**config.mk**
```make
export PLATFORM = sky130hd
export DESIGN_NAME = pipe_stage_elastic
export DESIGN_NICKNAME = d
export VERILOG_FILES = /design/src/rtl/pipe_stage_elastic.sv
export SDC_FILE = /design/constraint.sdc
export NUM_CORES = 1
export LEC_CHECK = 0
export CORE_MARGIN = 4
export CORE_UTILIZATION = 35
export DETAILED_ROUTE_END_ITERATION = 8
export PLACE_DENSITY_LB_ADDON = 0.25
export SLEW_MARGIN = 20
export SYNTH_ARGS = -nofsm -noshare
export SYNTH_HDL_FRONTEND = slang
export SYNTH_SLANG_ARGS = --single-unit
export TNS_END_PERCENT = 30
```
**constraint.sdc**
```tcl
create_clock -name clk -period 2.3 [get_ports clk]
set_input_delay 0.345 -clock clk [delete_from_list [all_inputs] [get_ports clk]]
set_output_delay 0.345 -clock clk [all_outputs]
set_load 0.01 [all_outputs]
```
**src/rtl/pipe_stage_elastic.sv**
```systemverilog
// Elastic pipeline-stage register: valid/ready handshake with a 2-entry skid buffer,
// synchronous flush, and a saturating stall-cycle counter.
module pipe_stage_elastic #(
  parameter int DATA_W     = 32,
  parameter int CTRL_W     = 16,
  parameter int CLEAR_DATA = 1,
  parameter int CNT_W      = 16
) (
  input  logic              clk,
  input  logic              rst,
  input  logic              flush,
  input  logic              in_valid,
  output logic              in_ready,
  input  logic [DATA_W-1:0] in_data,
  input  logic [CTRL_W-1:0] in_ctrl,
  output logic              out_valid,
  input  logic              out_ready,
  output logic [DATA_W-1:0] out_data,
  output logic [CTRL_W-1:0] out_ctrl,
  output logic [1:0]        occupancy,
  output logic [CNT_W-1:0]  stall_cnt
);

  // Encoding doubles as the occupancy count.
  typedef enum logic [1:0] {EMPTY = 2'd0, BUSY = 2'd1, FULL = 2'd2} state_t;

  state_t             state;
  logic [DATA_W-1:0]  main_data, skid_data;
  logic [CTRL_W-1:0]  main_ctrl, skid_ctrl;
  logic               accept, emit;

  // Handshake outputs decode only the state flops, so ready never depends on out_ready.
  assign out_valid = (state != EMPTY);
  assign in_ready  = (state != FULL);
  assign occupancy = state;
  assign out_data  = main_data;
  assign out_ctrl  = main_ctrl;
  assign accept    = in_valid & in_ready;
  assign emit      = out_valid & out_ready;

  always_ff @(posedge clk) begin
    if (rst) begin
      state     <= EMPTY;
      main_data <= '0;
      main_ctrl <= '0;
      skid_data <= '0;
      skid_ctrl <= '0;
      stall_cnt <= '0;
    end else begin
      if (out_valid && !out_ready && stall_cnt != {CNT_W{1'b1}})
        stall_cnt <= stall_cnt + CNT_W'(1);
      if (flush) begin
        state     <= EMPTY;
        main_ctrl <= '0;
        skid_ctrl <= '0;
        if (CLEAR_DATA != 0) begin
          main_data <= '0;
          skid_data <= '0;
        end
      end else begin
        case (state)
          EMPTY: if (accept) begin
            main_data <= in_data;
            main_ctrl <= in_ctrl;
            state     <= BUSY;
          end
          BUSY: begin
            if (accept && emit) begin
              main_data <= in_data;
              main_ctrl <= in_ctrl;
            end else if (emit) begin
              main_ctrl <= '0;
              state     <= EMPTY;
            end else if (accept) begin
              skid_data <= in_data;
              skid_ctrl <= in_ctrl;
              state     <= FULL;
            end
          end
          FULL: if (emit) begin
            main_data <= skid_data;
            main_ctrl <= skid_ctrl;
            skid_ctrl <= '0;
            state     <= BUSY;
          end
          default: state <= EMPTY;
        endcase
      end
    end
  end

endmodule

```
==> results.md, run 1 <==
* Final ANT Viol Nets at 0
* Die footprint at 16,000 µm²
* Max-cap viol count at 0
* CTS Root Cell: clkbuf_16
* Vias in the first global route at 4,537
* Die X at 126 µm
* Drt via density at 5.39
* Worst hold path class: reg2reg
* Pre-CTS setup slack at -18.2 ps
* All-Layer GR Usage at 17.5%
* Post-synth ARST share at 0%
* Setup Viol. Count Final at 0
* Crit path from: occupancy[0]
* Most used cell, CP: inv_1
* Worst path slowest cell: clkdlybuf4s50_1
* Final Hold Slack at 451 ps
* First-pass GRT wire length at 22,600 µm
* Critical path's largest stage delay at 550 ps
* Crit-path cells: inv_1, ha_2, inv_1, clkdlybuf4s50_1
* Clk pin slew, worst setup/hold paths at 50 ps
* Worst setup margin at 102 ps
* Critical Path AT at 1850 ps
* PwrDens at 742 nW/µm²
* Post-synth top flop: dfxtp_1
* Share of cells above drive strength 1 at 9.59%
* Overflow after GRT at 0
* DRC violations left at 0
* Period minus WS final at 2200 ps
* Yosys warnings at 0
* Critical Path End Type: primary output
* Via count at 4,715
* Peak supply drop at 374 µV
* Worst skew pair latency at 410 ps
* Static leakage power at 2.28 nW
* Reg2reg start: occupancy[1]
* Slew Limit Fails at 0
* #FFs+latches synth at 114
* Post-Syn Area at 4900 µm²
* Post-synth EDFFs at 0
* H-Tree Depth at 4
* Initial antenna violation count at 0
* Library cells used by synthesis at 48
* Setup bufs post-CTS at 0
* Pin count of the biggest net entering global routing at 48
* Total Wirelength at 13,800 µm
* # clock sinks at 114
* Detail Placement HPWL at 9640 µm
* CTS tree: done
* Hold Vio Cnt, Final at 0
* Fmax at 455 MHz
* Syn Inst Count at 570
* Worst path required time at 1960 ps
* Period utilization at 95.6%
* Post-CTS Hold Fix Bufs at 0
* WS Path Type: reg2out
* Worst-path fanout max at 9
* Final nets at 747
* Status: completed
* Core area at 13,500 µm²
* DRT iter0 DRCs at 283
* Total CTS buffers at 17
* Area Overhead vs Synth at 41.3%
* Rel. slew slack at 60.3%
* Hold_sp: skid_data[28]
* Boundary Pins at 121
* Diodes inserted at 0
* DRT Pass-1 Iters at 5
* Register area share after synthesis at 46.6%
* CTS Buffer Depth at 2
* Placement Rows at 42
* Clock Skew at 9.94 ps
* Port Buffers at 120
* Die height at 126 µm
* Worst slew pin tran at 596 ps
* Syn avg cell area at 8.59 µm²
* Routed WL per cell at 15.8 µm
* CP Launch Type: flip-flop
* Syn Nets at 629
* Starting Density at 36.4%
* RD Place Congestion at 0.795
* RSZ-0062 raised after global routing: yes
## logic make-up after synthesis
group / after synthesis / synth area share (%)
DFF: 114 / 46.6
buffers and inverters: 55 / 4.80
muxes: 34 / 6.97
and+or+nand+nor: 224 / 21.9
adders and majority gates: 6 / 1.53
AOI/OAI and AO/OA: 137 / 18.2
## timing repair
action | in CTS | in global routing
gates cloned | 0 | 0
hold endpoints to repair | 0 | 0
resized for setup | 3 | 4
endpoints found under the setup margin | 5 | 35
## critical path, delay by kind of cell, from the launching register on
| kind | cells | cell delay [ps] |
|---|---|---|
| flip-flops | 1 | 400 |
| buffers and inverters | 3 | 780 |
| adder cells (fa/ha/maj) | 1 | 270 |
## cells in the final DEF (no fill, tap or decap), types with 3 or more instances in the layout
cell,n
clkdlybuf4s50_1,119
clkbuf_16,17
nor3_1,53
clkinv_2,4
dfxtp_1,114
ha_2,3
a21oi_1,59
mux2i_1,33
o21ai_0,11
inv_1,7
buf_4,22
ha_1,3
or3_1,8
a211oi_1,35
clkbuf_8,5
clkbuf_1,3
nand2_1,83
a31oi_1,3
nand4_1,9
a221oi_1,16
nor2_1,26
nand3_1,22
buf_12,3
## metal layers
layer	share of wire [%]	vias up	global-route usage, %	wire (µm)
li1	-	2307	-	-
met1	45	2233	21.7	6210
met2	47	152	28.1	6540
met3	6.1	23	5.46	847
met4	1.8	0	7.26	246
met5	0	-	0	0
## final cells by class
| class | count | area (µm²) |
|---|---|---|
| inverter | 7 | 26.3 |
| tap | 176 | 220 |
| clock inverter | 5 | 27.5 |
| timing repair buffer | 147 | 1450 |
| sequential | 114 | 2280 |
| fill | 1277 | 6530 |
| multi-input combinational | 401 | 2410 |
| clock buffer | 25 | 505 |
## worst paths after layout
kind	end	slack (ps)	cells past startpoint
hold reg to reg	skid_data[28]	450	2
setup reg to reg	out_data[12]	140	7
setup / recovery	in_ready	100	4
hold / removal	skid_data[28]	450	2
## state kept, by name, indices dropped and copies added (netlist names)
register,cells
out_ctrl,16
skid_data,32
out_data,32
stall_cnt,16
skid_ctrl,16
occupancy,2
## report_power, final
group          total, mW  switching [mW]  internal (mW)
clock network       2.34           0.847           1.50
logic              0.702           0.358          0.343
registers           2.09          0.0439           2.05
total               5.14            1.25           3.89
## metrics by stage
stage	util, %	TNS [ps]	instances	instance area, µm²	power [mW]
floorplan	-	0	570	4900	2.48
global placement	47.4	0	845	6370	2.81
detailed placement	47.4	-18.2	845	6370	2.83
CTS	51.4	0	875	6910	5.19
global route	51.5	-1.90	875	6920	5.36
finish	51.5	0	875	6920	5.14
## Yosys cell counts (3+ instances only)
cell type | n | area, µm²
dfxtp_1 | 114 | 2280
nand2_1 | 83 | 312
a21oi_1 | 59 | 295
nor3_1 | 53 | 265
a211oi_1 | 35 | 263
clkbuf_1 | 33 | 124
mux2i_1 | 33 | 330
nor2_1 | 26 | 97.6
nand3_1 | 22 | 110
a221oi_1 | 16 | 140
buf_2 | 11 | 55.1
o21ai_0 | 11 | 55.1
nand4_1 | 9 | 56.3
or3_1 | 8 | 50.1
inv_1 | 7 | 26.3
ha_1 | 6 | 75.1
a31oi_1 | 3 | 18.8
No activity file was read; power rests on OpenSTA's default activity.
==> run 2: changes to the inputs <==
Settings changed: HOLD_SLACK_MARGIN set to 0.02.
==> results of run 2 <==
No change in the layout: final DEF, timing and power equal those of run 1.
==> run 3: changes to the inputs <==
Settings changed: ABC_CLOCK_PERIOD_IN_PS set to 2300, GPL_ROUTABILITY_DRIVEN set to 0.
==> results of run 3 <==
No change in the layout: final DEF, timing and power equal those of run 1.
